<file path="config.mk">
export PLATFORM = sky130hd
export DESIGN_NAME = dmem_arbiter_flat
export DESIGN_NICKNAME = d
export VERILOG_FILES = /design/src/rtl/dmem_arbiter_pkg.sv /design/src/rtl/dmem_arbiter_if.sv /design/src/rtl/dmem_arbiter_rr_arb2.sv /design/src/rtl/dmem_arbiter.sv /design/src/flat_wrapper.sv
export SDC_FILE = /design/constraint.sdc
export NUM_CORES = 1
export LEC_CHECK = 0
export ABC_AREA = 1
export BUFFER_PORTS_ARGS = -buffer_cell sky130_fd_sc_hd__buf_2
export CORE_UTILIZATION = 25
export DETAILED_ROUTE_END_ITERATION = 8
export PLACE_DENSITY = 0.52
export SLEW_MARGIN = 25
export SYNTH_ARGS = -nofsm -noshare
export SYNTH_HDL_FRONTEND = slang
export SYNTH_SLANG_ARGS = --single-unit
</file>
<file path="constraint.sdc">
create_clock -name clk -period 2.8 [get_ports clk]
set_input_delay 0.56 -clock clk [delete_from_list [all_inputs] [get_ports clk]]
set_output_delay 0.56 -clock clk [all_outputs]
set_load 0.03 [all_outputs]
</file>
<file path="src/rtl/dmem_arbiter_pkg.sv">
// Shared types and constants for the data-memory arbiter slice.
package dmem_pkg;

   localparam int DMEM_AW    = 8;
   localparam int DMEM_DW    = 8;
   localparam int DMEM_DEPTH = 32'd1 << DMEM_AW;

   localparam int PORT_CORE = 0;
   localparam int PORT_LDR  = 1;

   typedef enum logic [0:0] {
      ST_ARB = 1'b0,
      ST_CLR = 1'b1
   } state_e;

endpackage

</file>
<file path="src/rtl/dmem_arbiter_if.sv">
// Requester-side and memory-side signals of the data-memory arbiter.
interface dmem_arbiter_if
   import dmem_pkg::*;
#(
   parameter int AW = DMEM_AW,
   parameter int DW = DMEM_DW
) ();

   logic          req0;
   logic          req1;
   logic          we0;
   logic          we1;
   logic [AW-1:0] addr0;
   logic [AW-1:0] addr1;
   logic [DW-1:0] wdata0;
   logic [DW-1:0] wdata1;
   logic          gnt0;
   logic          gnt1;
   logic          rvalid0;
   logic          rvalid1;
   logic [DW-1:0] rdata0;
   logic [DW-1:0] rdata1;

   logic [AW-1:0] mem_addr;
   logic [DW-1:0] mem_wdata;
   logic          mem_wr_en;
   logic          mem_rd_en;
   logic [DW-1:0] mem_rdata;

   modport slave (
      input  req0, req1, we0, we1, addr0, addr1, wdata0, wdata1,
      output gnt0, gnt1, rvalid0, rvalid1, rdata0, rdata1,
      output mem_addr, mem_wdata, mem_wr_en, mem_rd_en,
      input  mem_rdata
   );

   modport master (
      output req0, req1, we0, we1, addr0, addr1, wdata0, wdata1,
      input  gnt0, gnt1, rvalid0, rvalid1, rdata0, rdata1,
      input  mem_addr, mem_wdata, mem_wr_en, mem_rd_en,
      output mem_rdata
   );

endinterface

</file>
<file path="src/rtl/dmem_arbiter_rr_arb2.sv">
// Two-way round-robin grant with a last-grant pointer; pointer reset favours port 0.
module rr_arb2 (
   input  logic       clk,
   input  logic       reset,
   input  logic       en,
   input  logic [1:0] req,
   output logic [1:0] gnt
);

   // last_q = 1 means port 1 was granted most recently
   logic last_q;
   logic last_d;

   always_comb begin
      gnt    = 2'b00;
      last_d = last_q;
      if (en) begin
         case (req)
            2'b01:   gnt = 2'b01;
            2'b10:   gnt = 2'b10;
            2'b11:   gnt = last_q ? 2'b01 : 2'b10;
            default: gnt = 2'b00;
         endcase
         if (gnt != 2'b00) begin
            last_d = gnt[1];
         end else begin
            last_d = last_q;
         end
      end else begin
         gnt    = 2'b00;
         last_d = last_q;
      end
   end

   always_ff @(posedge clk) begin
      if (reset) begin
         last_q <= 1'b1;
      end else begin
         last_q <= last_d;
      end
   end

endmodule

</file>
<file path="src/rtl/dmem_arbiter.sv">
// Two-port round-robin sequencer for the single-port data memory.
// Optional bulk-clear engine is built when DMEM_ARB_CLEAR_EN is defined.
module dmem_arbiter
   import dmem_pkg::*;
#(
   parameter int            AW      = DMEM_AW,
   parameter int            DW      = DMEM_DW,
   parameter logic [DW-1:0] CLR_VAL = {DW{1'b0}}
) (
   input  logic          clk,
   input  logic          reset,
   input  logic          clr_start,
   output logic          clr_busy,
   output logic          clr_done,
   dmem_arbiter_if.slave bus
);

   logic [1:0]    req_s;
   logic [1:0]    gnt_s;
   logic          arb_en_s;
   logic          sel_s;

   logic [AW-1:0] mem_addr_q,  mem_addr_d;
   logic [DW-1:0] mem_wdata_q, mem_wdata_d;
   logic          mem_wr_en_q, mem_wr_en_d;
   logic          mem_rd_en_q, mem_rd_en_d;
   logic          iss_port_q,  iss_port_d;
   logic          rvalid0_q,   rvalid0_d;
   logic          rvalid1_q,   rvalid1_d;
   logic [DW-1:0] rdata0_q,    rdata0_d;
   logic [DW-1:0] rdata1_q,    rdata1_d;
   logic          clr_busy_q,  clr_busy_d;
   logic          clr_done_q,  clr_done_d;

`ifdef DMEM_ARB_CLEAR_EN
   state_e        state_q, state_d;
   // One extra bit: the carry out of the increment marks the last address
   logic [AW:0]   cnt_q, cnt_d;
   logic [AW:0]   cnt_inc_s;

   assign cnt_inc_s = cnt_q + {{AW{1'b0}}, 1'b1};
   assign arb_en_s  = (state_q == ST_ARB) && !clr_start;
`else
   logic          unused_clr_start_s;

   assign unused_clr_start_s = clr_start;
   assign arb_en_s           = 1'b1;
`endif

   assign req_s = {bus.req1, bus.req0};
   assign sel_s = gnt_s[PORT_LDR];

   rr_arb2 u_rr_arb2 (
      .clk   (clk),
      .reset (reset),
      .en    (arb_en_s),
      .req   (req_s),
      .gnt   (gnt_s)
   );

   always_comb begin
      mem_addr_d  = mem_addr_q;
      mem_wdata_d = mem_wdata_q;
      mem_wr_en_d = 1'b0;
      mem_rd_en_d = 1'b0;
      iss_port_d  = iss_port_q;
      clr_busy_d  = 1'b0;
      clr_done_d  = 1'b0;
      if (gnt_s != 2'b00) begin
         iss_port_d  = sel_s;
         mem_addr_d  = sel_s ? bus.addr1  : bus.addr0;
         mem_wdata_d = sel_s ? bus.wdata1 : bus.wdata0;
         mem_wr_en_d = sel_s ? bus.we1    : bus.we0;
         mem_rd_en_d = sel_s ? ~bus.we1   : ~bus.we0;
      end else begin
         iss_port_d  = iss_port_q;
      end
`ifdef DMEM_ARB_CLEAR_EN
      state_d = state_q;
      cnt_d   = cnt_q;
      // Grants are already suppressed in the cases below, so clear writes own the issue stage
      case (state_q)
         ST_ARB: begin
            if (clr_start) begin
               state_d     = ST_CLR;
               cnt_d       = {(AW+1){1'b0}};
               mem_addr_d  = {AW{1'b0}};
               mem_wdata_d = CLR_VAL;
               mem_wr_en_d = 1'b1;
               mem_rd_en_d = 1'b0;
               clr_busy_d  = 1'b1;
            end else begin
               state_d     = ST_ARB;
            end
         end
         ST_CLR: begin
            if (cnt_inc_s[AW]) begin
               state_d     = ST_ARB;
               cnt_d       = {(AW+1){1'b0}};
               clr_done_d  = 1'b1;
            end else begin
               cnt_d       = cnt_inc_s;
               mem_addr_d  = cnt_inc_s[AW-1:0];
               mem_wdata_d = CLR_VAL;
               mem_wr_en_d = 1'b1;
               clr_busy_d  = 1'b1;
            end
         end
         default: begin
            state_d = ST_ARB;
            cnt_d   = {(AW+1){1'b0}};
         end
      endcase
`endif
   end

   always_comb begin
      rvalid0_d = mem_rd_en_q && !iss_port_q;
      rvalid1_d = mem_rd_en_q &&  iss_port_q;
      if (rvalid0_d) begin
         rdata0_d = bus.mem_rdata;
      end else begin
         rdata0_d = rdata0_q;
      end
      if (rvalid1_d) begin
         rdata1_d = bus.mem_rdata;
      end else begin
         rdata1_d = rdata1_q;
      end
   end

   always_ff @(posedge clk) begin
      if (reset) begin
         mem_addr_q  <= {AW{1'b0}};
         mem_wdata_q <= {DW{1'b0}};
         mem_wr_en_q <= 1'b0;
         mem_rd_en_q <= 1'b0;
         iss_port_q  <= 1'b0;
         rvalid0_q   <= 1'b0;
         rvalid1_q   <= 1'b0;
         rdata0_q    <= {DW{1'b0}};
         rdata1_q    <= {DW{1'b0}};
         clr_busy_q  <= 1'b0;
         clr_done_q  <= 1'b0;
`ifdef DMEM_ARB_CLEAR_EN
         state_q     <= ST_ARB;
         cnt_q       <= {(AW+1){1'b0}};
`endif
      end else begin
         mem_addr_q  <= mem_addr_d;
         mem_wdata_q <= mem_wdata_d;
         mem_wr_en_q <= mem_wr_en_d;
         mem_rd_en_q <= mem_rd_en_d;
         iss_port_q  <= iss_port_d;
         rvalid0_q   <= rvalid0_d;
         rvalid1_q   <= rvalid1_d;
         rdata0_q    <= rdata0_d;
         rdata1_q    <= rdata1_d;
         clr_busy_q  <= clr_busy_d;
         clr_done_q  <= clr_done_d;
`ifdef DMEM_ARB_CLEAR_EN
         state_q     <= state_d;
         cnt_q       <= cnt_d;
`endif
      end
   end

   assign bus.gnt0      = gnt_s[PORT_CORE];
   assign bus.gnt1      = gnt_s[PORT_LDR];
   assign bus.rvalid0   = rvalid0_q;
   assign bus.rvalid1   = rvalid1_q;
   assign bus.rdata0    = rdata0_q;
   assign bus.rdata1    = rdata1_q;
   assign bus.mem_addr  = mem_addr_q;
   assign bus.mem_wdata = mem_wdata_q;
   assign bus.mem_wr_en = mem_wr_en_q;
   assign bus.mem_rd_en = mem_rd_en_q;
   assign clr_busy      = clr_busy_q;
   assign clr_done      = clr_done_q;

endmodule

</file>
<file path="src/flat_wrapper.sv">
// flat-port wrapper written by rule: the top's interface ports become plain ports
module dmem_arbiter_flat import dmem_pkg::*;
#(
   parameter int            AW      = DMEM_AW,
   parameter int            DW      = DMEM_DW,
   parameter logic [DW-1:0] CLR_VAL = {DW{1'b0}}
)
  (clk, reset, clr_start, clr_busy, clr_done, bus_req0, bus_req1, bus_we0, bus_we1, bus_addr0, bus_addr1, bus_wdata0, bus_wdata1, bus_gnt0, bus_gnt1, bus_rvalid0, bus_rvalid1, bus_rdata0, bus_rdata1, bus_mem_addr, bus_mem_wdata, bus_mem_wr_en, bus_mem_rd_en, bus_mem_rdata);
  dmem_arbiter_if #(.AW(AW), .DW(DW)) bus_i ();
  input  logic clk;
  input  logic reset;
  input  logic clr_start;
  output logic clr_busy;
  output logic clr_done;
  input wire logic [$bits(bus_i.req0)-1:0] bus_req0;
  input wire logic [$bits(bus_i.req1)-1:0] bus_req1;
  input wire logic [$bits(bus_i.we0)-1:0] bus_we0;
  input wire logic [$bits(bus_i.we1)-1:0] bus_we1;
  input wire logic [$bits(bus_i.addr0)-1:0] bus_addr0;
  input wire logic [$bits(bus_i.addr1)-1:0] bus_addr1;
  input wire logic [$bits(bus_i.wdata0)-1:0] bus_wdata0;
  input wire logic [$bits(bus_i.wdata1)-1:0] bus_wdata1;
  output wire logic [$bits(bus_i.gnt0)-1:0] bus_gnt0;
  output wire logic [$bits(bus_i.gnt1)-1:0] bus_gnt1;
  output wire logic [$bits(bus_i.rvalid0)-1:0] bus_rvalid0;
  output wire logic [$bits(bus_i.rvalid1)-1:0] bus_rvalid1;
  output wire logic [$bits(bus_i.rdata0)-1:0] bus_rdata0;
  output wire logic [$bits(bus_i.rdata1)-1:0] bus_rdata1;
  output wire logic [$bits(bus_i.mem_addr)-1:0] bus_mem_addr;
  output wire logic [$bits(bus_i.mem_wdata)-1:0] bus_mem_wdata;
  output wire logic [$bits(bus_i.mem_wr_en)-1:0] bus_mem_wr_en;
  output wire logic [$bits(bus_i.mem_rd_en)-1:0] bus_mem_rd_en;
  input wire logic [$bits(bus_i.mem_rdata)-1:0] bus_mem_rdata;
  assign bus_i.req0 = bus_req0;
  assign bus_i.req1 = bus_req1;
  assign bus_i.we0 = bus_we0;
  assign bus_i.we1 = bus_we1;
  assign bus_i.addr0 = bus_addr0;
  assign bus_i.addr1 = bus_addr1;
  assign bus_i.wdata0 = bus_wdata0;
  assign bus_i.wdata1 = bus_wdata1;
  assign bus_gnt0 = bus_i.gnt0;
  assign bus_gnt1 = bus_i.gnt1;
  assign bus_rvalid0 = bus_i.rvalid0;
  assign bus_rvalid1 = bus_i.rvalid1;
  assign bus_rdata0 = bus_i.rdata0;
  assign bus_rdata1 = bus_i.rdata1;
  assign bus_mem_addr = bus_i.mem_addr;
  assign bus_mem_wdata = bus_i.mem_wdata;
  assign bus_mem_wr_en = bus_i.mem_wr_en;
  assign bus_mem_rd_en = bus_i.mem_rd_en;
  assign bus_i.mem_rdata = bus_mem_rdata;
  dmem_arbiter #(.AW(AW), .DW(DW), .CLR_VAL(CLR_VAL)) u_core (.clk(clk), .reset(reset), .clr_start(clr_start), .clr_busy(clr_busy), .clr_done(clr_done), .bus(bus_i));
endmodule
</file>
==> results.yml, run 1 <==
status:
  status: "complete, no violations"
final_layout:
  final_common_cell: "buf_2"
  area_growth_pct: 34.29
  diodes: 0
  mostFrequentLayoutCells: "buf_2 (83), nand2_1 (42), dfxtp_1 (38)"
  drive_gt1_share_pct: 33.99
  fill_cells: 700
  fin_nets: 349
clock_tree:
  cts.path.max_buffers: 2
  post_cts_resized: 0
  cts_made_buffers: 5
  cts_tree: "yes"
  cts_root_buf: "clkbuf_8"
  clkTransAtPathRegs_ns: 0.08
  h-tree-depth: 2
  cts.sinks: 38
  ctsHoldBuffers: 0
  clock_insertion_delay_worst_skew_ns: 0.28
  postCtsSetupBuffers: 0
synth:
  syn-mean-instance-area_um2: 7.547
  yosysWarnings: 0
  synthTopCellsByArea: "dfxtp_1 (46%), nand3_1 (9.7%), nand2_1 (9.5%), nor2_1 (7.7%), inv_1 (5.2%)"
  ys_seq_area_share_pct: 46.03
  netlist_area_um2: 1653
  synth_top_area_cell: "dfxtp_1"
  synth.distinct_cells: 25
  ys_ff_latch: 38
  netlist_instances: 219
  synth_top_area_share_pct: 46.03
pwr:
  p_per_area_nw_per_um2: 586.5
  max-vdd-ir-drop_v: 0.0002226
  pwr-share-seq_pct: 45.4
  power.switching_w: 0.0003783
  pwr-share-comb_pct: 19.4
  swShare_pct: 29.06
  p_int_w: 0.0009236
  total_power_w: 0.001302
  leakagePower_nw: 1.223
  p_clk_share_pct: 35.1
critical_path:
  critPathMaxFanout: 10
  worstPathRequired_ns: 2.24
  critPathLaunchType: "register"
  cp-end-kind: "output port"
  cp.arrival_ns: 1.39
  worstSetupPathType: "reg2out"
detailed_routing:
  detailedRoute.firstPassIterationCount: 4
  vias_per_cell: 4.226
  drc_errors: 0
  wl_per_cell_um: 11.29
  drt_iter0_markers: 45
  postRouteAntennaNets: 0
  wl_mm: 4.290
  num_vias: 1606
floorplanning:
  fp.dieArea_um2: 6941
  io_pins: 87
  core_area_um2: 6350
  fp.dieH_um: 83.31
  die_w_um: 83.31
  start_util_pct: 26.03
  rows: 29
global_routing:
  grt_pass1_wl_mm: 6.975
  antenna_found_initial: 0
  grt_overflow: 0
  grt_usage_pct: 12.88
  grt_pass1_vias: 1472
  grt_max_degree: 25
flow_run:
  maxCapViolations: 0
timing:
  tns_ns: 0
  post-route-period-util_pct: 69.63
  fmax_mhz: 512.9
  slew_viol_final: 0
  worst_pin_slew_ns: 0.6307
  setup_viol: 0
  hold_viol_final: 0
  setup_ws_ns: 0.8504
  clock_skew_ns: 0.005377
  finalCriticalPeriod_ns: 1.950
  slew_headroom_pct: 57.91
  rsz0062_at_grt: "no"
min_path:
  hold_path.class: "reg2reg"
placed_design:
  gp_congestion: 0.7317
  dp_hpwl_mm: 3.150
  port_buffers: 83
  dp_slack_ns: 0.8792
[per-layer routing]
metal / vias up / part of all wire [%] / global-route usage [%]
li1: 857 / - / -
met4: 0 / 1.1 / 5.172
met1: 692 / 46 / 15.02
met5: - / 0 / 0
met2: 55 / 47 / 21.54
met3: 2 / 6.2 / 4.473
[flip-flops by register name, summed over array words and instances, names as in the netlist]
register and count:
u_core.bus.rvalid1 1, u_core.bus.rvalid0 1, u_core.bus.mem_wr_en 1, u_core.u_rr_arb2.last_q 1, u_core.bus.mem_rd_en 1, u_core.bus.mem_wdata 8, u_core.bus.mem_addr 8, u_core.bus.rdata0 8
u_core.bus.rdata1 8, u_core.iss_port_q 1
[critical path, stage by stage (launching register included)]
cell and delay (ns):
dfxtp_1 0.38, bufinv_8 0.21, nand2_4 0.11, nand2_4 0.12
inv_2 0.10, buf_2 0.19
[metrics by stage]
| step | area [um^2] | instances | util (%) | hold WS (ns) |
|---|---|---|---|---|
| finish | 2220 | 380 | 34.96 | 0.4752 |
| detailed placement | 2111 | 372 | 33.24 | 0.4607 |
| floorplan | 1657 | 220 | - | 0.4479 |
| global route | 2220 | 380 | 34.96 | 0.4914 |
| CTS | 2220 | 380 | 34.96 | 0.4743 |
| global placement | 2111 | 372 | 33.24 | 0.4610 |
[cell usage after synthesis]
cell type  number
buf_2           1
bufinv_8        1
dfxtp_1        38
nor2_2          1
o21ai_0        16
nand2_4         2
nand3b_1        9
nor2_1         34
nor2_4          1
a211oi_1        1
a21oi_4         1
nand3_1        32
clkbuf_1        2
conb_1          1
o211ai_1        1
nand3_2         1
and3_1          1
inv_1          23
nand2_1        42
buf_4           4
buf_6           2
nand2_2         1
inv_2           2
nand3_4         1
a21boi_1        1
[power groups by stage]
| stage | clock, W | sequential [W] | combinational [W] |
|---|---|---|---|
| after floorplan | 0 | 0.000667 | 0.000111 |
| after global placement | 0 | 0.000604 | 0.000255 |
| after detailed placement | 0 | 0.000604 | 0.000257 |
| after CTS | 0.000478 | 0.000591 | 0.000257 |
| after global routing | 0.000503 | 0.000596 | 0.000279 |
| final | 0.000457 | 0.000591 | 0.000253 |
[path summary, 6_finish.rpt]
check	from	end	slack [ns]	cells after the start
min reg2reg	u_core.bus.mem_addr[2]	u_core.bus.mem_addr[2]	0.48	2
min	u_core.bus.mem_addr[2]	u_core.bus.mem_addr[2]	0.48	2
max reg2reg	u_core.iss_port_q	u_core.bus.rdata0[7]	1.66	5
max	u_core.u_rr_arb2.last_q	bus_gnt0	0.85	5
[final cells by class]
class                   instances  area, um^2  share of cell area [%]
multi-input cells             147       719.4                   32.41
clock buffers                   5       68.82                   3.100
well taps                      77       96.34                   4.340
clock inverters                 3       40.04                   1.804
inverters                      26       111.4                   5.017
flip-flops and latches         38       760.7                   34.27
repair buffers                 84       422.9                   19.05
[kinds of logic (layout without fill, tap and decap cells)]
logic type	after synthesis	in the layout	synth area share (%)
flops	38	38	46.03
buf+inv	35	118	10.67
simple gates	125	125	35.88
compound gates	20	20	7.192
other cells	1	2	0.2269
Power figures use the tool's default switching activity.
==> run 2, diff against run 1 <==
ABC_AREA = 0   (was 1)
PLACE_DENSITY = 0.51   (was 0.52)
clock period = 1.8 ns   (was 2.8 ns; I/O delays follow)
==> run 2 against run 1 <==
  * Clock-buffer cell count rose by 1
  * Cell area rose by 5.8%
  * Synthesized area rose by 4.7%
  * Routed wire length rose by 12%
  * Worst setup slack got worse by 0.67 ns
  * Power rose by 73%
  * Critical endpoint is now bus_gnt1
  * Hold slack got worse by 0.16 ns
  * Clock power rose by 99%
  * Synthesized cell count fell by 7.8%
  * Sequential power rose by 56%
  * Sequential share of layout area fell by 1.8 points
  * Critical path type unchanged
==> results.yml, run 2 <==
clock_tree:
  clock_insertion_delay_worst_skew_ns: 0.29
  h-tree-depth: 2
  post_cts_resized: 0
  cts_made_buffers: 5
  postCtsSetupBuffers: 0
  cts_root_buf: "clkbuf_8"
  cts.sinks: 38
  cts_tree: "yes"
  cts.path.max_buffers: 2
  ctsHoldBuffers: 0
  clkTransAtPathRegs_ns: 0.08
global_routing:
  antenna_found_initial: 0
  grt_max_degree: 22
  grt_pass1_wl_mm: 7.562
  grt_usage_pct: 13.39
  grt_busiest_layer: "met2"
  grt_overflow: 0
  groute.layer.met3.usage_pct: 3.794
  grt_pass1_vias: 1530
  grt_use_met1_pct: 18.00
  grt_use_met2_pct: 20.75
pwr:
  p_per_area_nw_per_um2: 960.4
  max-vdd-ir-drop_v: 0.0004039
  leakagePower_nw: 1.075
synth:
  synthTopCellsByArea: "dfxtp_1 (44%), a21oi_1 (6.7%), a211oi_2 (6.5%), nor4_2 (6.5%), nand2_1 (5.6%)"
  synth.distinct_cells: 25
  async_flop_share_pct: 0
  yosysWarnings: 0
  netlist_area_um2: 1730
  netlist_instances: 202
  ys.flop_type: "dfxtp_1"
  ys_seq_area_share_pct: 43.96
  ys_ff_latch: 38
  synth_common_cells: "dfxtp_1 (38), nand2_1 (26), a21oi_1 (23), nor2_1 (21), nor3_1 (10)"
  syn-mean-instance-area_um2: 8.566
  synth.most_common_cell: "dfxtp_1"
  synth-edff-count: 0
  synth_top_area_cell: "dfxtp_1"
  synth_top_area_share_pct: 43.96
detailed_routing:
  wl_per_cell_um: 13.32
  num_vias: 1685
  vias_per_cell: 4.681
  wl_mm: 4.794
  drt_iter0_markers: 36
  drc_errors: 0
  detailedRoute.firstPassIterationCount: 4
  postRouteAntennaNets: 0
final_layout:
  seqCellArea_um2: 762.0
  instances_no_fill: 360
  fin_nets: 329
  mostFrequentLayoutCells: "buf_2 (83), dfxtp_1 (37), nand2_1 (26)"
  final_common_cell: "buf_2"
  drive_gt1_share_pct: 45.94
  multi_input_area_um2: 823.3
  fill_cells: 714
  area_growth_pct: 35.72
  diodes: 0
critical_path:
  critPathLaunchType: "register"
  worstPathRequired_ns: 1.44
  worstSetupPathType: "reg2out"
  critPathMaxFanout: 11
  cp.arrival_ns: 1.26
  worstSetupStartpoint: "u_core.u_rr_arb2.last_q"
  cp-end-kind: "output port"
  reg2reg_from: "u_core.u_rr_arb2.last_q"
timing:
  clock_skew_ns: 0.01126
  post-route-period-util_pct: 89.91
  slew_viol_final: 0
  setup_viol: 0
  finalCriticalPeriod_ns: 1.618
  fmax_mhz: 617.9
  rsz0062_at_grt: "no"
  hold_viol_final: 0
  tns_ns: 0
floorplanning:
  core_area_um2: 6531
  fp.dieH_um: 85.20
  io_pins: 87
  start_util_pct: 26.49
  fp.dieArea_um2: 7258
  rows: 29
  die_w_um: 85.20
status:
  status: "complete, no violations"
placed_design:
  dp_hpwl_mm: 3.521
  dp_cells: 352
  port_buffers: 83
  gp_congestion: 0.6940
flow_run:
  maxCapViolations: 0
min_path:
  holdCritStartpoint: "bus_mem_rdata[1]"
  hold_path.class: "in2reg"
## run 2: changes by cell type after synthesis, moves of 9 or more
cell      delta
nand3_1     -23
nor3_1      +10
o21ai_0     -14
a21oi_1     +23
nand2_1     -16
a211oi_2     +9
nor4_2       +9
nand3b_1     -9
nor2_1      -13
inv_1       -14
## run 2: kinds of logic after synthesis
group | share of synthesized area, %
other | 0.2167
buffers and inverters | 8.677
AO/OA/AOI/OAI | 21.26
AND/OR/NAND/NOR | 25.89
flip-flops | 43.96
## run 2: critical path: stages, from the launching register on
cell	delay (ns)
dfxtp_2	0.45
nand2_1	0.11
nand2_2	0.18
inv_1	0.05
buf_2	0.17
## run 2: metrics by stage
step	power, W	hold WS [ns]	instance area (um^2)	utilization [%]	setup WS, ns
after floorplan	0.001225	0.4960	1734	-	0.2940
after global placement	0.001364	0.4402	2205	33.75	0.3161
after detailed placement	0.001367	0.4459	2205	33.75	0.3325
after CTS	0.002278	0.3076	2347	35.94	0.01929
after global routing	0.002349	0.3189	2349	35.96	0.07705
final	0.002256	0.3147	2349	35.96	0.1816
## run 2: path summary, 6_finish.rpt
path | end | slack [ns] | cells past startpoint
max reg2reg | u_core.bus.mem_wdata[2] | 0.52 | 4
max | bus_gnt1 | 0.18 | 4
min | u_core.bus.rdata0[1] | 0.31 | 3
min reg2reg | u_core.bus.rdata0[1] | 0.45 | 2
## run 2: where the power goes
| group | leakage, nW | internal, W | switching [W] | total (W) |
|---|---|---|---|---|
| sequential | 0.312 | 0.000891 | 0.0000316 | 0.000923 |
| combinational | 0.692 | 0.000154 | 0.000268 | 0.000422 |
| clock | 0.0714 | 0.000592 | 0.000319 | 0.000911 |
| total | 1.08 | 0.00164 | 0.000619 | 0.00226 |
## run 2: metal layers
layer	share of wire, %	routed length (um)
met5	0	0
met4	0.96	46
met3	6.4	305
met2	43	2082
met1	49	2360
## run 2: final cells by class
| type | instances | share of cell area [%] |
|---|---|---|
| well taps | 77 | 4.102 |
| clock buffers | 6 | 3.516 |
| flip-flops and latches | 38 | 32.45 |
| multi-input cells | 135 | 35.06 |
| clock inverters | 2 | 2.557 |
| repair buffers | 93 | 20.88 |
| inverters | 9 | 1.438 |
